==> config.mk <==
export PLATFORM = sky130hd
export DESIGN_NAME = mem_wb_stage
export DESIGN_NICKNAME = d
export VERILOG_FILES = /design/src/rtl/mem_wb_stage_pkg.sv /design/src/rtl/mem_wb_stage.sv
export SDC_FILE = /design/constraint.sdc
export NUM_CORES = 1
export LEC_CHECK = 0
export ABC_AREA = 0
export BUFFER_PORTS_ARGS = -buffer_cell sky130_fd_sc_hd__buf_4
export CAP_MARGIN = 10
export CORE_MARGIN = 1
export CORE_UTILIZATION = 25
export DETAILED_ROUTE_END_ITERATION = 10
export GPL_TIMING_DRIVEN = 0
export PLACE_DENSITY_LB_ADDON = 0.12
export SYNTH_ARGS = -nofsm -noshare
export SYNTH_HDL_FRONTEND = slang
export SYNTH_SLANG_ARGS = --single-unit
==> constraint.sdc <==
create_clock -name clk -period 3.65 [get_ports clk]
set_clock_uncertainty 0.05 [all_clocks]
set_input_delay 0 -clock clk [delete_from_list [all_inputs] [get_ports clk]]
set_output_delay 0 -clock clk [all_outputs]
set_load 0.02 [all_outputs]
==> src/rtl/mem_wb_stage_pkg.sv <==
// -----------------------------------------------------------------------------
// mem_wb_stage_pkg
// Shared definitions for the memory/writeback stage of the GPU core:
//   - writeback-source select encodings seen by the downstream 3:1 mux
//   - stage state encoding
//   - helper that derives the register-file write enable from a bundle
// -----------------------------------------------------------------------------
package mem_wb_stage_pkg;

    // Writeback-source select encodings (wb_sel)
    localparam logic [1:0] WB_SRC_ALU  = 2'b00;
    localparam logic [1:0] WB_SRC_MEM  = 2'b01;
    localparam logic [1:0] WB_SRC_PC4  = 2'b10;
    localparam logic [1:0] WB_SRC_RSVD = 2'b11;

    // Stage state
    typedef enum logic [1:0] {
        IDLE = 2'd0,
        REQ  = 2'd1,
        RESP = 2'd2
    } state_e;

    // The reserved select has no mux input behind it, so a write through it
    // would commit garbage; the select is still passed through for visibility.
    function automatic logic wb_write_en(input logic reg_we, input logic [1:0] sel);
        return reg_we && (sel != WB_SRC_RSVD);
    endfunction

endpackage

==> src/rtl/mem_wb_stage.sv <==
// -----------------------------------------------------------------------------
// mem_wb_stage
// Memory/writeback pipeline stage. Accepts one execute bundle per valid/ready
// handshake, optionally performs a data-memory load or store over a
// req/gnt/rvalid interface, and presents a registered writeback bundle with a
// single-cycle wb_valid pulse to the downstream writeback-select mux.
//
// Parameters:
//   DWIDTH  data width (ALU result, store data, load data, PC+4)
//   AWIDTH  memory address width, taken from the low bits of the ALU result
//           (must not exceed DWIDTH)
//   RWIDTH  destination register index width
//
// Ports:
//   clk, rst                 clock, synchronous active-high reset
//   ex_valid / ex_ready      execute-bundle handshake
//   ex_alu_result            ALU result / memory address
//   ex_store_data            store data
//   ex_pc_plus4              link value
//   ex_rd, ex_reg_we         destination register and write enable
//   ex_mem_rd, ex_mem_wr     load / store request (load wins when both set)
//   ex_wb_sel                writeback source select
//   dmem_req/we/addr/wdata   data-memory request (held stable until gnt)
//   dmem_gnt                 request accepted
//   dmem_rvalid, dmem_rdata  load response
//   wb_valid                 one-cycle writeback pulse
//   wb_alu, wb_mem, wb_pc4   writeback mux inputs A/B/C
//   wb_sel, wb_rd, wb_we     mux select, destination, qualified write enable
// -----------------------------------------------------------------------------
module mem_wb_stage
    import mem_wb_stage_pkg::*;
#(
    parameter int DWIDTH = 32,
    parameter int AWIDTH = 32,
    parameter int RWIDTH = 5
) (
    input  logic              clk,
    input  logic              rst,

    input  logic              ex_valid,
    output logic              ex_ready,
    input  logic [DWIDTH-1:0] ex_alu_result,
    input  logic [DWIDTH-1:0] ex_store_data,
    input  logic [DWIDTH-1:0] ex_pc_plus4,
    input  logic [RWIDTH-1:0] ex_rd,
    input  logic              ex_reg_we,
    input  logic              ex_mem_rd,
    input  logic              ex_mem_wr,
    input  logic [1:0]        ex_wb_sel,

    output logic              dmem_req,
    output logic              dmem_we,
    output logic [AWIDTH-1:0] dmem_addr,
    output logic [DWIDTH-1:0] dmem_wdata,
    input  logic              dmem_gnt,
    input  logic              dmem_rvalid,
    input  logic [DWIDTH-1:0] dmem_rdata,

    output logic              wb_valid,
    output logic [DWIDTH-1:0] wb_alu,
    output logic [DWIDTH-1:0] wb_mem,
    output logic [DWIDTH-1:0] wb_pc4,
    output logic [1:0]        wb_sel,
    output logic [RWIDTH-1:0] wb_rd,
    output logic              wb_we
);

    // Stage control state
    state_e              state_q,      state_d;

    // Memory request registers
    logic                dmem_req_q,   dmem_req_d;
    logic                dmem_we_q,    dmem_we_d;
    logic [AWIDTH-1:0]   dmem_addr_q,  dmem_addr_d;
    logic [DWIDTH-1:0]   dmem_wdata_q, dmem_wdata_d;

    // Writeback registers
    logic                wb_valid_q,   wb_valid_d;
    logic                wb_we_q,      wb_we_d;
    logic [DWIDTH-1:0]   wb_alu_q,     wb_alu_d;
    logic [DWIDTH-1:0]   wb_mem_q,     wb_mem_d;
    logic [DWIDTH-1:0]   wb_pc4_q,     wb_pc4_d;
    logic [1:0]          wb_sel_q,     wb_sel_d;
    logic [RWIDTH-1:0]   wb_rd_q,      wb_rd_d;

    // Bundle parked while a memory op is outstanding; the wb_* registers keep
    // showing the previous writeback until the memory op completes.
    logic [DWIDTH-1:0]   cap_alu_q,    cap_alu_d;
    logic [DWIDTH-1:0]   cap_pc4_q,    cap_pc4_d;
    logic [1:0]          cap_sel_q,    cap_sel_d;
    logic [RWIDTH-1:0]   cap_rd_q,     cap_rd_d;
    logic                cap_we_q,     cap_we_d;

    logic                complete;
    logic                load_done;
    logic                accept;

    // Ready depends only on state and reset so it never loops back through
    // the producer's valid.
    assign ex_ready = (state_q == IDLE) && !rst;
    assign accept   = ex_valid && ex_ready;

    always_comb begin
        state_d      = state_q;
        dmem_req_d   = dmem_req_q;
        dmem_we_d    = dmem_we_q;
        dmem_addr_d  = dmem_addr_q;
        dmem_wdata_d = dmem_wdata_q;
        wb_valid_d   = 1'b0;
        wb_we_d      = 1'b0;
        wb_alu_d     = wb_alu_q;
        wb_mem_d     = wb_mem_q;
        wb_pc4_d     = wb_pc4_q;
        wb_sel_d     = wb_sel_q;
        wb_rd_d      = wb_rd_q;
        cap_alu_d    = cap_alu_q;
        cap_pc4_d    = cap_pc4_q;
        cap_sel_d    = cap_sel_q;
        cap_rd_d     = cap_rd_q;
        cap_we_d     = cap_we_q;
        complete     = 1'b0;
        load_done    = 1'b0;

        case (state_q)
            IDLE: begin
                if (accept) begin
                    if (ex_mem_rd || ex_mem_wr) begin
                        cap_alu_d    = ex_alu_result;
                        cap_pc4_d    = ex_pc_plus4;
                        cap_sel_d    = ex_wb_sel;
                        cap_rd_d     = ex_rd;
                        cap_we_d     = wb_write_en(ex_reg_we, ex_wb_sel);
                        dmem_req_d   = 1'b1;
                        // Load takes priority when both op flags are set.
                        dmem_we_d    = !ex_mem_rd;
                        dmem_addr_d  = ex_alu_result[AWIDTH-1:0];
                        dmem_wdata_d = ex_store_data;
                        state_d      = REQ;
                    end else begin
                        wb_valid_d = 1'b1;
                        wb_we_d    = wb_write_en(ex_reg_we, ex_wb_sel);
                        wb_alu_d   = ex_alu_result;
                        wb_pc4_d   = ex_pc_plus4;
                        wb_sel_d   = ex_wb_sel;
                        wb_rd_d    = ex_rd;
                    end
                end
            end
            REQ: begin
                // rvalid is only meaningful from the grant cycle onwards.
                if (dmem_gnt) begin
                    dmem_req_d = 1'b0;
                    if (dmem_we_q) begin
                        complete = 1'b1;
                    end else if (dmem_rvalid) begin
                        complete  = 1'b1;
                        load_done = 1'b1;
                    end else begin
                        state_d = RESP;
                    end
                end
            end
            RESP: begin
                if (dmem_rvalid) begin
                    complete  = 1'b1;
                    load_done = 1'b1;
                end
            end
            default: state_d = IDLE;
        endcase

        if (complete) begin
            state_d    = IDLE;
            wb_valid_d = 1'b1;
            wb_we_d    = cap_we_q;
            wb_alu_d   = cap_alu_q;
            wb_pc4_d   = cap_pc4_q;
            wb_sel_d   = cap_sel_q;
            wb_rd_d    = cap_rd_q;
        end
        if (load_done) begin
            wb_mem_d = dmem_rdata;
        end
    end

    always_ff @(posedge clk) begin
        if (rst) begin
            state_q      <= IDLE;
            dmem_req_q   <= 1'b0;
            dmem_we_q    <= 1'b0;
            dmem_addr_q  <= '0;
            dmem_wdata_q <= '0;
            wb_valid_q   <= 1'b0;
            wb_we_q      <= 1'b0;
            wb_alu_q     <= '0;
            wb_mem_q     <= '0;
            wb_pc4_q     <= '0;
            wb_sel_q     <= '0;
            wb_rd_q      <= '0;
        end else begin
            state_q      <= state_d;
            dmem_req_q   <= dmem_req_d;
            dmem_we_q    <= dmem_we_d;
            dmem_addr_q  <= dmem_addr_d;
            dmem_wdata_q <= dmem_wdata_d;
            wb_valid_q   <= wb_valid_d;
            wb_we_q      <= wb_we_d;
            wb_alu_q     <= wb_alu_d;
            wb_mem_q     <= wb_mem_d;
            wb_pc4_q     <= wb_pc4_d;
            wb_sel_q     <= wb_sel_d;
            wb_rd_q      <= wb_rd_d;
        end
    end

    // Parked bundle is only read after it has been written on acceptance,
    // so it carries no reset.
    always_ff @(posedge clk) begin
        cap_alu_q <= cap_alu_d;
        cap_pc4_q <= cap_pc4_d;
        cap_sel_q <= cap_sel_d;
        cap_rd_q  <= cap_rd_d;
        cap_we_q  <= cap_we_d;
    end

    assign dmem_req   = dmem_req_q;
    assign dmem_we    = dmem_we_q;
    assign dmem_addr  = dmem_addr_q;
    assign dmem_wdata = dmem_wdata_q;
    assign wb_valid   = wb_valid_q;
    assign wb_we      = wb_we_q;
    assign wb_alu     = wb_alu_q;
    assign wb_mem     = wb_mem_q;
    assign wb_pc4     = wb_pc4_q;
    assign wb_sel     = wb_sel_q;
    assign wb_rd      = wb_rd_q;

endmodule
==> results of run 1 <==
==> sequential cells by signal, indices dropped and copies added, names as in the netlist, 5 cells and up <==
register and flops:
wb_rd 5, wb_pc4 32, cap_alu_q 32, wb_mem 32, cap_rd_q 5, dmem_wdata 32
dmem_addr 32, wb_alu 32, cap_pc4_q 32
==> placed cells by master (no fill, tap or decap), drive strengths merged, types with 2 or more instances in the layout <==
cell         synthesis  layout
buf                 32     346
nand2              300     300
a21oi              180     180
dfxtp              173     173
dlygate4sd3          0     144
clkbuf              38      79
o21ai               75      75
edfxtp              72      72
a31oi               33      33
clkinv               0      10
inv                  5       6
ha                   5       5
nand3                3       3
nor2                 2       2
nand4                2       2
o21a                 2       2
bufinv               0       2
==> cells by family (layout without fill, tap and decap cells) <==
kind of cell    Yosys count  in the layout  synth area share
flops                   245            245            0.6371
fa+ha+maj                 5              5          0.007085
buf+inv                  75            587           0.04109
simple gates            313            313            0.1383
compound gates          297            297            0.1764
==> power by group through the flow <==
stage / combinational [mW] / sequential (mW) / clock (mW)
after floorplan: 0.501 / 3.39 / 0
after global placement: 1.30 / 3.21 / 0
after detailed placement: 1.31 / 3.21 / 0
after CTS: 1.44 / 3.16 / 2.94
after global routing: 1.55 / 3.18 / 3.04
final: 1.42 / 3.15 / 2.84
==> layout make-up <==
class                   count  area (um2)
clock inverters            13       118.9
clock buffers              41       810.8
fillers                  3519       20480
repair buffers            458        3819
flip-flops and latches    245        5625
plain buffers              70       346.6
multi-input cells         615        2841
inverters                   5       18.77
well taps                 455       569.3
==> worst max path at each step <==
stage / start / cells past startpoint / end
finish: state_q[1] / 8 / wb_alu[0]
global route: state_q[1] / 8 / wb_alu[0]
CTS: state_q[1] / 8 / wb_alu[0]
detailed placement: state_q[1] / 7 / wb_alu[8]
global placement: state_q[0] / 7 / cap_alu_q[9]
floorplan: state_q[0] / 7 / cap_alu_q[0]
==> per-stage QoR <==
| step | total power, mW | setup WS (ns) | hold slack (ns) | utilization |
|---|---|---|---|---|
| finish | 7.413 | 1.024 | 0.1407 | 0.4086 |
| global route | 7.772 | 0.8017 | 0.1142 | 0.4086 |
| CTS | 7.539 | 0.8886 | 0.09830 | 0.4086 |
| detailed placement | 4.519 | 1.137 | 0.1400 | 0.3402 |
| global placement | 4.510 | 0.2389 | 0.1398 | 0.3393 |
| floorplan | 3.886 | 1.062 | 0.04887 | - |
==> metal layers <==
| metal | track usage | part of all wire |
|---|---|---|
| met3 | 0.04944 | 0.078 |
| met1 | 0.2143 | 0.43 |
| met4 | 0.04808 | 0.026 |
| met2 | 0.2942 | 0.47 |
| met5 | 0 | 0 |
==> metrics.cfg, run 1 <==
[status]
status=finished, final reports clean

[clock_network]
cts_tree=done
path_clk_slew_ns=0.06
cts.sinks=245
numCtsBuffers=29
cts_resized=0
cts_htree_levels=1
insertion_delay_ns=0.54
cts-root-buf=clkbuf_16
postCtsHoldBufs=144
postCtsSetupBuffers=0
clockBufferDepth=3

[drt]
ant_nets=0
drc=0
vias_per_cell=4.377
drt-initial-drc-count=301
first_pass_iters=4
routedWlPerCell_um=16.83
via_count=8326
wl_um=32010

[setup_path]
crit_required_ns=4.07
slowest_stage=dlygate4sd3_1
critical_path.max_stage_delay_ns=0.77
critPathCaptureType=flop
r2r_slack_ns=1.02
worstPathMaxFanout=8
timing.rr.end=wb_alu[0]
cp-start-kind=flop
criticalPathCategory=flop to flop
crit_buf_inv=3
crit_arrival_ns=3.05
r2r_start=state_q[1]
crit_chain=inv_1 -> ha_1 -> buf_4 -> nand2_2 -> nor4_4 -> dlygate4sd3_1 -> nand2_1 -> a31oi_1
r2r_cells=8
cp_top_family=buffers and inverters

[layout]
fin_nets=1572
fin_cells=1902
syn2layout_area_growth_pct=60.25
drive_gt1_frac=0.2723
final_cell_area_um2=14150
antenna_cells=0

[flow_run]
max_cap_violations=0

[grt]
gr-total-overflow=0
grt_pass1_vias=8569
grt_start_max_net_pins=59
antenna_found_initial=0
grt_pass1_wl_um=49010
grt.total_usage=0.1738

[hold_path]
holdPathEnd=cap_pc4_q[14]
hp-start=ex_pc_plus4[14]
worstHoldPathType=primary input to flop
whs_path_depth=2

[sta]
finalCritPeriodShare=0.7196
worst_slew_pin_slew_ns=0.8379
slew_headroom=0.4372
hold_viol=0
timing.fmax_ghz=0.3808
setup_viol=0
finalMaxSlewViolations=0
finalCriticalPeriod_ns=2.626
tns_ns=0
rsz0062_at_grt=false

[synth]
syn-num-nets=1083
seq_area_frac_synth=0.6371
synth_cells=935
synth.area.top_cells=dfxtp_1 (39%), edfxtp_1 (24%), nand2_1 (13%), a21oi_1 (10%), o21ai_0 (4.2%)
synth_ff_type=dfxtp_1
ys_async_sr_fraction=0
syn_area_per_cell_um2=9.444
yosys_warnings=0
netlist_area_um2=8830
yosys-top-cells-count=nand2_1 (299), a21oi_1 (180), dfxtp_1 (173)
ys_ff_latch=245
ys_types=33
synth_top_area_frac=0.3922
synth_edf_count=72
synth_most_common_cell=nand2_1
synth_largest_area_cell=dfxtp_1

[power]
leakage_nw=5.570
seqPwrFrac=0.425
clockPowerShare=0.384
irDropWorstVdd_v=0.0004156
pwr-share-comb=0.191
switching_share=0.2788
switchingPower_mw=2.067
internal_power_mw=5.347
power_density_nw_per_um2=523.9

[place]
postPlaceCellArea_um2=11780
dp.cells=1704
dp_hpwl_um=22200
io_buffers=313
place.gp.congestion=0.7577

[die]
pin_count=315
fp.dieW_um=189.9
initial_core_util=0.2550
die-area_um2=36080
core_area_um2=34630
die_y_um=189.9
row_count=68

Note: power is estimated with default switching activity, not from simulation.
==> run 2, diff against run 1 <==
==> constraint.sdc (replaced) <==
create_clock -name clk -period 2.2 [get_ports clk]
set_clock_uncertainty 0.05 [all_clocks]
set_input_delay 0 -clock clk [delete_from_list [all_inputs] [get_ports clk]]
set_output_delay 0 -clock clk [all_outputs]
set_load 0.02 [all_outputs]
==> run 2 against run 1 <==
Compared with the run above: critical path depth shrank 1; final cell count grew 0.26%; global-route usage shrank 0.32 points; combinational power grew 68%; sequential share of layout area shrank 0.36 points; worst hold slack gained 0.0052 ns; total power grew 68%; sequential power grew 66%; clock-buffer cell count shrank 2.
==> metrics.cfg, run 2 (same netlist as run 1, synthesis figures left out) <==
[status]
status=finished, final reports clean  ; unchanged

[setup_path]
criticalPathCategory=flop to flop  ; unchanged
cp-start-kind=flop  ; unchanged
critPathCaptureType=flop  ; unchanged
crit_arrival_ns=2.21  ; was 3.05 ns
crit_chain=inv_1 -> ha_1 -> buf_4 -> nand2_2 -> or3_1 -> inv_4 -> buf_16  ; was inv_1 -> ha_1 -> buf_4 -> nand2_2 -> nor4_4 -> dlygate4sd3_1 -> nand2_1 -> a31oi_1
slowest_stage=or3_1  ; was dlygate4sd3_1
worstPathMaxFanout=41  ; was 8
crit_required_ns=2.36  ; was 4.07 ns
critical_path.max_stage_delay_ns=0.41  ; was 0.77 ns

[clock_network]
cts_tree=done  ; unchanged
cts.sinks=245  ; unchanged
cts_htree_levels=1  ; unchanged
insertion_delay_ns=0.55  ; was 0.54 ns
cts-root-buf=clkbuf_16  ; unchanged
path_clk_slew_ns=0.06  ; about the same
clockBufferDepth=3  ; unchanged
numCtsBuffers=29  ; unchanged

[power]
leakage_nw=5.644  ; was 5.570 nW
clockPowerShare=0.387  ; was 0.384
internal_power_mw=9.011  ; was 5.347 mW
power_mw=12.44  ; was 7.413 mW
pwr-share-comb=0.192  ; was 0.191
irDropWorstVdd_v=0.0005444  ; was 0.0004156 V
switchingPower_mw=3.426  ; was 2.067 mW
seqPwrFrac=0.421  ; was 0.425
power_density_nw_per_um2=870.9  ; was 523.9 nW/um2
switching_share=0.2755  ; was 0.2788

[flow_run]
max_cap_violations=0  ; unchanged

[sta]
rsz0062_at_grt=true  ; was false
worst_slew_pin_slew_ns=0.8245  ; was 0.8379 ns
slew_headroom=0.4503  ; was 0.4372
finalCriticalPeriod_ns=2.048  ; was 2.626 ns
finalCritPeriodShare=0.9311  ; was 0.7196
hold_viol=0  ; unchanged
timing.fmax_ghz=0.4882  ; was 0.3808 GHz
setup_viol=0  ; unchanged
finalMaxSlewViolations=0  ; unchanged
tns_ns=0  ; unchanged

[layout]
drive_gt1_frac=0.2864  ; was 0.2723
layout_commonest_cell=buf_4  ; unchanged
final_cell_mix=buf_4 (322), nand2_1 (299), a21oi_1 (180)  ; was buf_4 (317), nand2_1 (299), a21oi_1 (180)
fin_nets=1574  ; was 1572
fin_cells=1907  ; was 1902
syn2layout_area_growth_pct=61.73  ; was 60.25%

[drt]
drc=0  ; unchanged
vias_per_cell=4.395  ; was 4.377
drt-initial-drc-count=331  ; was 301
via_count=8381  ; was 8326
wl_um=31850  ; was 32010 um
first_pass_iters=4  ; unchanged
ant_nets=0  ; unchanged
routedWlPerCell_um=16.70  ; was 16.83 um

[die]
die-area_um2=36080  ; unchanged
pin_count=315  ; unchanged
die_y_um=189.9  ; unchanged
fp.dieW_um=189.9  ; unchanged
core_area_um2=34630  ; unchanged
initial_core_util=0.2550  ; unchanged
row_count=68  ; unchanged

[place]
io_buffers=313  ; unchanged
place.gp.congestion=0.7823  ; was 0.7577
dp_hpwl_um=22120  ; was 22200 um
dp.cells=1703  ; was 1704

[grt]
grt.total_usage=0.1706  ; was 0.1738
grt_pass1_vias=8415  ; was 8569
grt_start_max_net_pins=82  ; was 59
gr-total-overflow=0  ; unchanged
antenna_found_initial=3  ; was 0
grt_pass1_wl_um=47930  ; was 49010 um

[hold_path]
worstHoldPathType=primary input to flop  ; unchanged

[run 2: cell types whose count changed in the layout (fill, tap and decap cells not counted), sizes merged]
cell	previous run	this run
clkbuf	79	77
diode	0	3
buf	346	349
dlygate4sd3	144	143
bufinv	2	3
clkinv	10	11
[run 2: worst max-delay path: cells and delay by family, from the launching register on]
kind / cells / cell delay [ns]
fa+ha+maj: 1 / 0.15
simple gates: 2 / 0.49
flops: 1 / 0.33
buf+inv: 4 / 0.63
[run 2: power groups by stage]
stage	Clock (mW)	Combinational, mW	Sequential, mW
2_1_floorplan	0	0.832	5.61
3_3_place_gp	0	2.15	5.32
3_5_place_dp	0	2.15	5.33
4_1_cts	4.98	2.38	5.24
5_1_grt	5.14	2.61	5.28
6_report	4.81	2.39	5.23
[run 2: final timing paths]
check                     from       endpoint  slack, ns  cells after the start
min          ex_alu_result[10]  cap_alu_q[10]       0.15                      2
max reg2reg         state_q[0]    cap_rd_q[3]       0.15                      7
min reg2reg      dmem_wdata[5]  dmem_wdata[5]       0.40                      2
max                 state_q[0]    cap_rd_q[3]       0.15                      7
[run 2: layout make-up]
type                       instances  area [um2]
inverter                           5       21.27
buffer                            70       409.1
tap                              455       569.3
fill                            3493       20350
antenna                            3       7.507
sequential                       245        5625
multi-input combinational        615        2853
clock buffer                      39       803.3
clock inverter                    15       150.1
timing repair buffer             460        3841
[run 2: routing by layer]
layer	wire length, um	track usage	up-vias
met5	0	0	-
met4	735	0.05118	0
met3	2267	0.04519	43
met2	14890	0.2850	256
met1	13960	0.2141	3893
li1	-	-	4189
[run 2: metrics by stage]
stage          worst slack [ns]  hold WS, ns  cell area (um2)  utilization
2_1_floorplan          0.003272      0.04887             8832            -
3_5_place_dp            -0.4467       0.1402            11750       0.3394
6_report                 0.1516       0.1460            14280       0.4124
5_1_grt                -0.01149       0.1099            14280       0.4123
4_1_cts                 0.02168       0.1039            14190       0.4098
3_3_place_gp            -0.4724       0.1398            11750       0.3394
[run 2: timing repair]
action / in CTS / in global routing
setup endpoints to repair: 156 / 199
gates cloned: 0 / 1
hold buffers: 143 / 0
resized for setup: 7 / 43
hold endpoints to repair: 244 / 0
buffers inserted: 3 / 0
pin swaps: 2 / 0
